`src/rtl/ps2_scancode_tracker_if.sv`:
```
`default_nettype none
// ============================================================================
// Module      : ps2_scancode_tracker_if
// Description : Byte-in / key-state-out bundle between the PS/2 byte receiver
//               side (master) and the scancode tracker (slave).
// Revision    : 1.0 - initial release
// ============================================================================
interface ps2_scancode_tracker_if;
    logic [7:0]   rx_data;
    logic         rx_valid;
    logic [511:0] key_down;
    logic [8:0]   last_change;
    logic         key_valid;

    // Byte source: drives received bytes, observes key state.
    modport master (
        output rx_data,
        output rx_valid,
        input  key_down,
        input  last_change,
        input  key_valid
    );

    // Tracker: consumes bytes, publishes key state.
    modport slave (
        input  rx_data,
        input  rx_valid,
        output key_down,
        output last_change,
        output key_valid
    );
endinterface
`default_nettype wire

```
`src/rtl/ps2_scancode_tracker.sv`:
```
`default_nettype none
// ============================================================================
// Module      : ps2_scancode_tracker
// Description : Parses Set-2 make/break/E0/E1 byte sequences into a 512-entry
//               key-held vector indexed by {extended, scancode}, reporting each
//               completed make/break event with a one-cycle strobe.
// Revision    : 1.0 - initial release
// ============================================================================
module ps2_scancode_tracker #(
    parameter int unsigned TIMEOUT_CYCLES = 500_000
) (
    input  wire                    clk,
    input  wire                    rst,
    ps2_scancode_tracker_if.slave  bus
);

    localparam int unsigned CNT_W = $clog2(TIMEOUT_CYCLES + 1);
    // Counter value at which one more idle cycle means the sequence expires.
    localparam logic [CNT_W-1:0] TO_LAST = CNT_W'(TIMEOUT_CYCLES - 1);

    typedef enum logic [2:0] {
        ST_IDLE    = 3'd0,
        ST_EXT     = 3'd1,
        ST_BRK     = 3'd2,
        ST_EXT_BRK = 3'd3,
        ST_SKIP    = 3'd4
    } state_t;

    state_t           state_q;
    logic [2:0]       skip_cnt_q;
    logic [CNT_W-1:0] to_cnt_q;
    logic [511:0]     key_down_q;
    logic [8:0]       last_change_q;
    logic             key_valid_q;

    logic [7:0]       w_byte;
    logic             w_err;

    assign w_byte = bus.rx_data;
    // Keyboard buffer overrun codes wipe the held-key picture.
    assign w_err  = (w_byte == 8'h00) || (w_byte == 8'hFF);

    // Sequence parser, key-state vector, event strobe and inter-byte timeout.
    always_ff @(posedge clk) begin
        if (rst) begin
            state_q       <= ST_IDLE;
            skip_cnt_q    <= 3'd0;
            to_cnt_q      <= '0;
            key_down_q    <= '0;
            last_change_q <= 9'h000;
            key_valid_q   <= 1'b0;
        end else begin
            key_valid_q <= 1'b0;
            if (bus.rx_valid) begin
                // A byte always restarts the idle window, even on the expiry cycle.
                to_cnt_q <= '0;
                if (w_err) begin
                    key_down_q <= '0;
                    state_q    <= ST_IDLE;
                    skip_cnt_q <= 3'd0;
                end else begin
                    case (state_q)
                        ST_IDLE: begin
                            case (w_byte)
                                8'hE0: state_q <= ST_EXT;
                                8'hF0: state_q <= ST_BRK;
                                8'hE1: begin
                                    state_q    <= ST_SKIP;
                                    skip_cnt_q <= 3'd7;
                                end
                                // Keyboard status/ack responses carry no key.
                                8'hAA, 8'hFA, 8'hEE, 8'hFE, 8'hFC: begin
                                    state_q <= ST_IDLE;
                                end
                                default: begin
                                    key_down_q[{1'b0, w_byte}] <= 1'b1;
                                    last_change_q              <= {1'b0, w_byte};
                                    key_valid_q                <= 1'b1;
                                end
                            endcase
                        end
                        ST_EXT: begin
                            if (w_byte == 8'hF0) begin
                                state_q <= ST_EXT_BRK;
                            end else if (w_byte != 8'hE0) begin
                                key_down_q[{1'b1, w_byte}] <= 1'b1;
                                last_change_q              <= {1'b1, w_byte};
                                key_valid_q                <= 1'b1;
                                state_q                    <= ST_IDLE;
                            end
                        end
                        ST_BRK: begin
                            key_down_q[{1'b0, w_byte}] <= 1'b0;
                            last_change_q              <= {1'b0, w_byte};
                            key_valid_q                <= 1'b1;
                            state_q                    <= ST_IDLE;
                        end
                        ST_EXT_BRK: begin
                            key_down_q[{1'b1, w_byte}] <= 1'b0;
                            last_change_q              <= {1'b1, w_byte};
                            key_valid_q                <= 1'b1;
                            state_q                    <= ST_IDLE;
                        end
                        ST_SKIP: begin
                            // Pause key: swallow the remaining bytes silently.
                            if (skip_cnt_q == 3'd1) begin
                                state_q    <= ST_IDLE;
                                skip_cnt_q <= 3'd0;
                            end else begin
                                skip_cnt_q <= skip_cnt_q - 3'd1;
                            end
                        end
                        default: begin
                            state_q    <= ST_IDLE;
                            skip_cnt_q <= 3'd0;
                        end
                    endcase
                end
            end else if (state_q != ST_IDLE) begin
                if (to_cnt_q == TO_LAST) begin
                    // Stalled multi-byte sequence: abandon it, keep key state.
                    state_q    <= ST_IDLE;
                    skip_cnt_q <= 3'd0;
                    to_cnt_q   <= '0;
                end else begin
                    to_cnt_q <= to_cnt_q + 1'b1;
                end
            end
        end
    end

    assign bus.key_down    = key_down_q;
    assign bus.last_change = last_change_q;
    assign bus.key_valid   = key_valid_q;

endmodule
`default_nettype wire

```
`src/flat_wrapper.sv`:
```
// flat-port wrapper written by rule: the top's interface ports become plain ports
module ps2_scancode_tracker_flat 
#(
    parameter int unsigned TIMEOUT_CYCLES = 500_000
)
  (clk, rst, bus_rx_data, bus_rx_valid, bus_key_down, bus_last_change, bus_key_valid);
  ps2_scancode_tracker_if bus_i ();
  input  wire clk;
  input  wire rst;
  input wire logic [$bits(bus_i.rx_data)-1:0] bus_rx_data;
  input wire logic [$bits(bus_i.rx_valid)-1:0] bus_rx_valid;
  output wire logic [$bits(bus_i.key_down)-1:0] bus_key_down;
  output wire logic [$bits(bus_i.last_change)-1:0] bus_last_change;
  output wire logic [$bits(bus_i.key_valid)-1:0] bus_key_valid;
  assign bus_i.rx_data = bus_rx_data;
  assign bus_i.rx_valid = bus_rx_valid;
  assign bus_key_down = bus_i.key_down;
  assign bus_last_change = bus_i.last_change;
  assign bus_key_valid = bus_i.key_valid;
  ps2_scancode_tracker #(.TIMEOUT_CYCLES(TIMEOUT_CYCLES)) u_core (.clk(clk), .rst(rst), .bus(bus_i));
endmodule
```
`config.mk`:
```
export PLATFORM = sky130hd
export DESIGN_NAME = ps2_scancode_tracker_flat
export DESIGN_NICKNAME = d
export VERILOG_FILES = /design/src/rtl/ps2_scancode_tracker_if.sv /design/src/rtl/ps2_scancode_tracker.sv /design/src/flat_wrapper.sv
export SDC_FILE = /design/constraint.sdc
export NUM_CORES = 1
export LEC_CHECK = 0
export ABC_CLOCK_PERIOD_IN_PS = 2800
export CAP_MARGIN = 20
export CORE_AREA = 3 3 225 227
export DETAILED_ROUTE_END_ITERATION = 8
export DIE_AREA = 0 0 228 230
export GPL_ROUTABILITY_DRIVEN = 0
export PLACE_DENSITY = 0.87
export SETUP_SLACK_MARGIN = 0.2
export SYNTH_ARGS = -nofsm -noshare
export SYNTH_HDL_FRONTEND = slang
export SYNTH_SLANG_ARGS = --single-unit
```
`constraint.sdc`:
```
create_clock -name clk -period 2.8 [get_ports clk]
set_input_delay 0.56 -clock clk [delete_from_list [all_inputs] [get_ports clk]]
set_output_delay 0.56 -clock clk [all_outputs]
set_load 0.03 [all_outputs]
```
==> results.sh <==
export IMPL_status="finished clean"
export IMPL_wl_per_cell_um=22.78
export IMPL_cts_root_buf="clkbuf_16"
export IMPL_dp_slack_ps=-410.5
export IMPL_tritoncts="yes"
export IMPL_synth_area_top_cells="dfxtp_1, o32ai_1, a21oi_1, o21ai_0, nor2b_1"
export IMPL_path_cells="clkdlybuf4s50_1 > and4_1 > buf_12 > o2111ai_1 > and4_4 > o21ai_4 > buf_12 > buf_12 > a21oi_1 > o32ai_1"
export IMPL_synth_compound_area_share=0.3068
export IMPL_period_share=0.9456
export IMPL_hold_buffers=0
export IMPL_cpMaxStageDelayCell="clkdlybuf4s50_1"
export IMPL_rows=81
export IMPL_fillerInstances=3496
export IMPL_max_freq_ghz=0.3777
export IMPL_grt_max_degree=140
export IMPL_muxShareOfSynthArea=0.003285
export IMPL_place_inst=4206
export IMPL_clk_path_buf_depth=3
export IMPL_design_die_area_mm2=0.05244
export IMPL_start_util=0.4990
export IMPL_p_leak_nw=11.75
export IMPL_synth_cell_types=57
export IMPL_synth_edf_count=0
export IMPL_multi_input_area_mm2=0.01111
export IMPL_hold_path_class="input pin to flop"
export IMPL_crit_arrival_ps=3130
export IMPL_setup_viol=0
export IMPL_worst_pin_slew_ps=710.9
export IMPL_maxSlewHeadroom=0.5260
export IMPL_cp_required_ps=3280
export IMPL_chipWidth_um=228
export IMPL_ir_drop_mv=0.5192
export IMPL_cp_end_kind="flop"
export IMPL_die_h_um=230
export IMPL_pwr_density_cell_mw_per_mm2=481.8
export IMPL_route_detailed_drc=0
export IMPL_fin_hold_ws_ps=381.7
export IMPL_synth_xor_area_frac=0.006827
export IMPL_grt_pass1_wl_mm=146.0
export IMPL_path_clk_slew_ps=60
export IMPL_dp_hpwl_mm=63.79
export IMPL_synth_most_common_cell="dfxtp_1"
export IMPL_nNetsFinal=3621
export IMPL_crit_top_cell="buf_12"
export IMPL_cts_buffers=55
export IMPL_synthSimpleGateAreaFrac=0.1281
export IMPL_vias=26590
export IMPL_synth_top_cell_by_area="dfxtp_1"
export IMPL_cap_violations=0
export IMPL_clk_latency_ps=600
export IMPL_period_needed_ps=2648
export IMPL_reg2reg_slack_ps=460
export IMPL_gr_total_overflow=0
export IMPL_synthAdderAreaFrac=0.001540
export IMPL_yosysWarnings=0
export IMPL_fin_ws_ps=152.3
export IMPL_syn_avg_cell_area_um2=7.953
export IMPL_critPathMaxFanout=19
export IMPL_rsz0062_at_grt="yes"
export IMPL_ys_top_cells_by_count="dfxtp_1, a21oi_1, o21ai_0"
export IMPL_synth_top_area_frac=0.4492
export IMPL_fin_cells=4316
export IMPL_slowest_delay_ps=620
export IMPL_yosysSeqAreaShare=0.4492
export IMPL_worstHoldStart="rst"
export IMPL_grt_pass1_vias=25400
export IMPL_antenna_found_initial=0
export IMPL_maxSlewViolCount=0
export IMPL_viasPerCell=6.161
export IMPL_synth_cells=3065
export IMPL_h_tree_depth=2
export IMPL_worst_setup_path_type="input pin to flop"
export IMPL_synthArstFlopShare=0
export IMPL_drive_gt1_frac=0.1175
export IMPL_drt_iter0_markers=3502
export IMPL_synth_top_family_by_area="compound AO/OA/AOI/OAI gates"
export IMPL_cp_startpoint="bus_rx_data[4]"
export IMPL_r2r_start="u_core.state_q[1]"
export IMPL_coreArea_mm2=0.04885
export IMPL_cp_start_kind="input pin"
export IMPL_drtAntennaViolNets=0
export IMPL_io_pins=533
export IMPL_synth_seq_cells=547
export IMPL_cts_sinks=547
export IMPL_regArea_mm2=0.01095
export IMPL_dr_pass1_iters=6
export IMPL_grt_usage=0.3469
export IMPL_synth_nets=3079
export IMPL_hold_viol_final=0
export IMPL_fin_skew_ps=9.503
export IMPL_ys_flop_type="dfxtp_1"
export IMPL_antenna_cells=0
export IMPL_wl_mm=98.31
export IMPL_syn_cell_area_mm2=0.02438
export IMPL_portBuffers=532
export IMPL_synthToLayoutAreaGrowth_pct=41.36
per-layer routing:
layer  GRT usage  wire [um]  vias to the layer above
li1            -          -                    11820
met1      0.4181      35260                    12460
met3      0.1027      12020                      439
met5           0          0                        -
met4      0.2105       6645                        0
met2      0.5478      44380                     1871
power by group:
group	switching [mW]	leakage, nW	internal (mW)
Sequential	0.0150	4.41	7.80
Clock	3.21	0.920	4.43
Combinational	0.772	6.43	0.379
worst max-delay path, delay by kind of cell:
family,cells,cell delay (ps)
AND/OR/NAND/NOR,2,590
buffers and inverters,4,1150
AO/OA/AOI/OAI,4,790
sequential cells by signal (all words and copies together) (netlist names):
| register | cells |
|---|---|
| u_core.state_q | 3 |
| u_core.skip_cnt_q | 3 |
| u_core.bus.last_change | 9 |
| u_core.bus.key_valid | 1 |
| u_core.to_cnt_q | 19 |
| u_core.bus.key_down | 512 |
timing repair:
action	CTS	global route
gates resized for setup	2	14
cloned	0	3
setup endpoints to repair	3	145
setup buffers	0	5
pin swaps	0	2
cell families after synthesis:
kind of cell,Yosys count
adders and majority gates,3
xor gates and xnor gates,19
and+or+nand+nor,622
AOI/OAI and AO/OA,1234
buffers and inverters,632
muxes,8
DFF,547
per-stage QoR:
step                  util  area, um^2  TNS (ps)  total power, mW
floorplan                -       24380         0            8.552
global placement    0.6636       32410   -103920            9.071
detailed placement  0.6636       32410   -138820            9.081
CTS                 0.7018       34280         0            16.56
global route        0.7054       34460         0            16.96
finish              0.7054       34460         0            16.60
final timing paths:
check                              endpoint  depth (start not counted)
hold reg to reg          u_core.to_cnt_q[1]                          2
setup reg to reg    u_core.bus.key_down[80]                          8
hold / removal    u_core.bus.last_change[5]                          2
setup / recovery    u_core.bus.key_down[80]                         10
final cells by class:
type,count,share of cell area
Multi-Input combinational cell,1886,0.3225
Sequential cell,547,0.3178
Timing Repair Buffer,811,0.2484
Clock buffer,79,0.04641
Inverter,306,0.03333
Tap cell,664,0.02411
Clock inverter,23,0.007371
cells in the final DEF (no fill, tap or decap), types with 8 or more instances in the layout:
cell,count
dfxtp_1,547
clkdlybuf4s50_1,528
a21oi_1,507
o21ai_0,381
inv_1,306
o32ai_1,288
nand2_1,276
nor2b_1,199
buf_4,189
buf_12,80
clkbuf_16,60
nor2_1,46
o21ai_1,18
xor2_1,14
clkinv_2,14
clkbuf_1,13
o32ai_2,11
nor2_4,10
nand3_1,9
clkbuf_8,9
nand2b_1,8
nor3_2,8
nand4_1,8
nor3b_1,8
mux2i_1,8
Note: power is estimated with default switching activity, not from simulation.
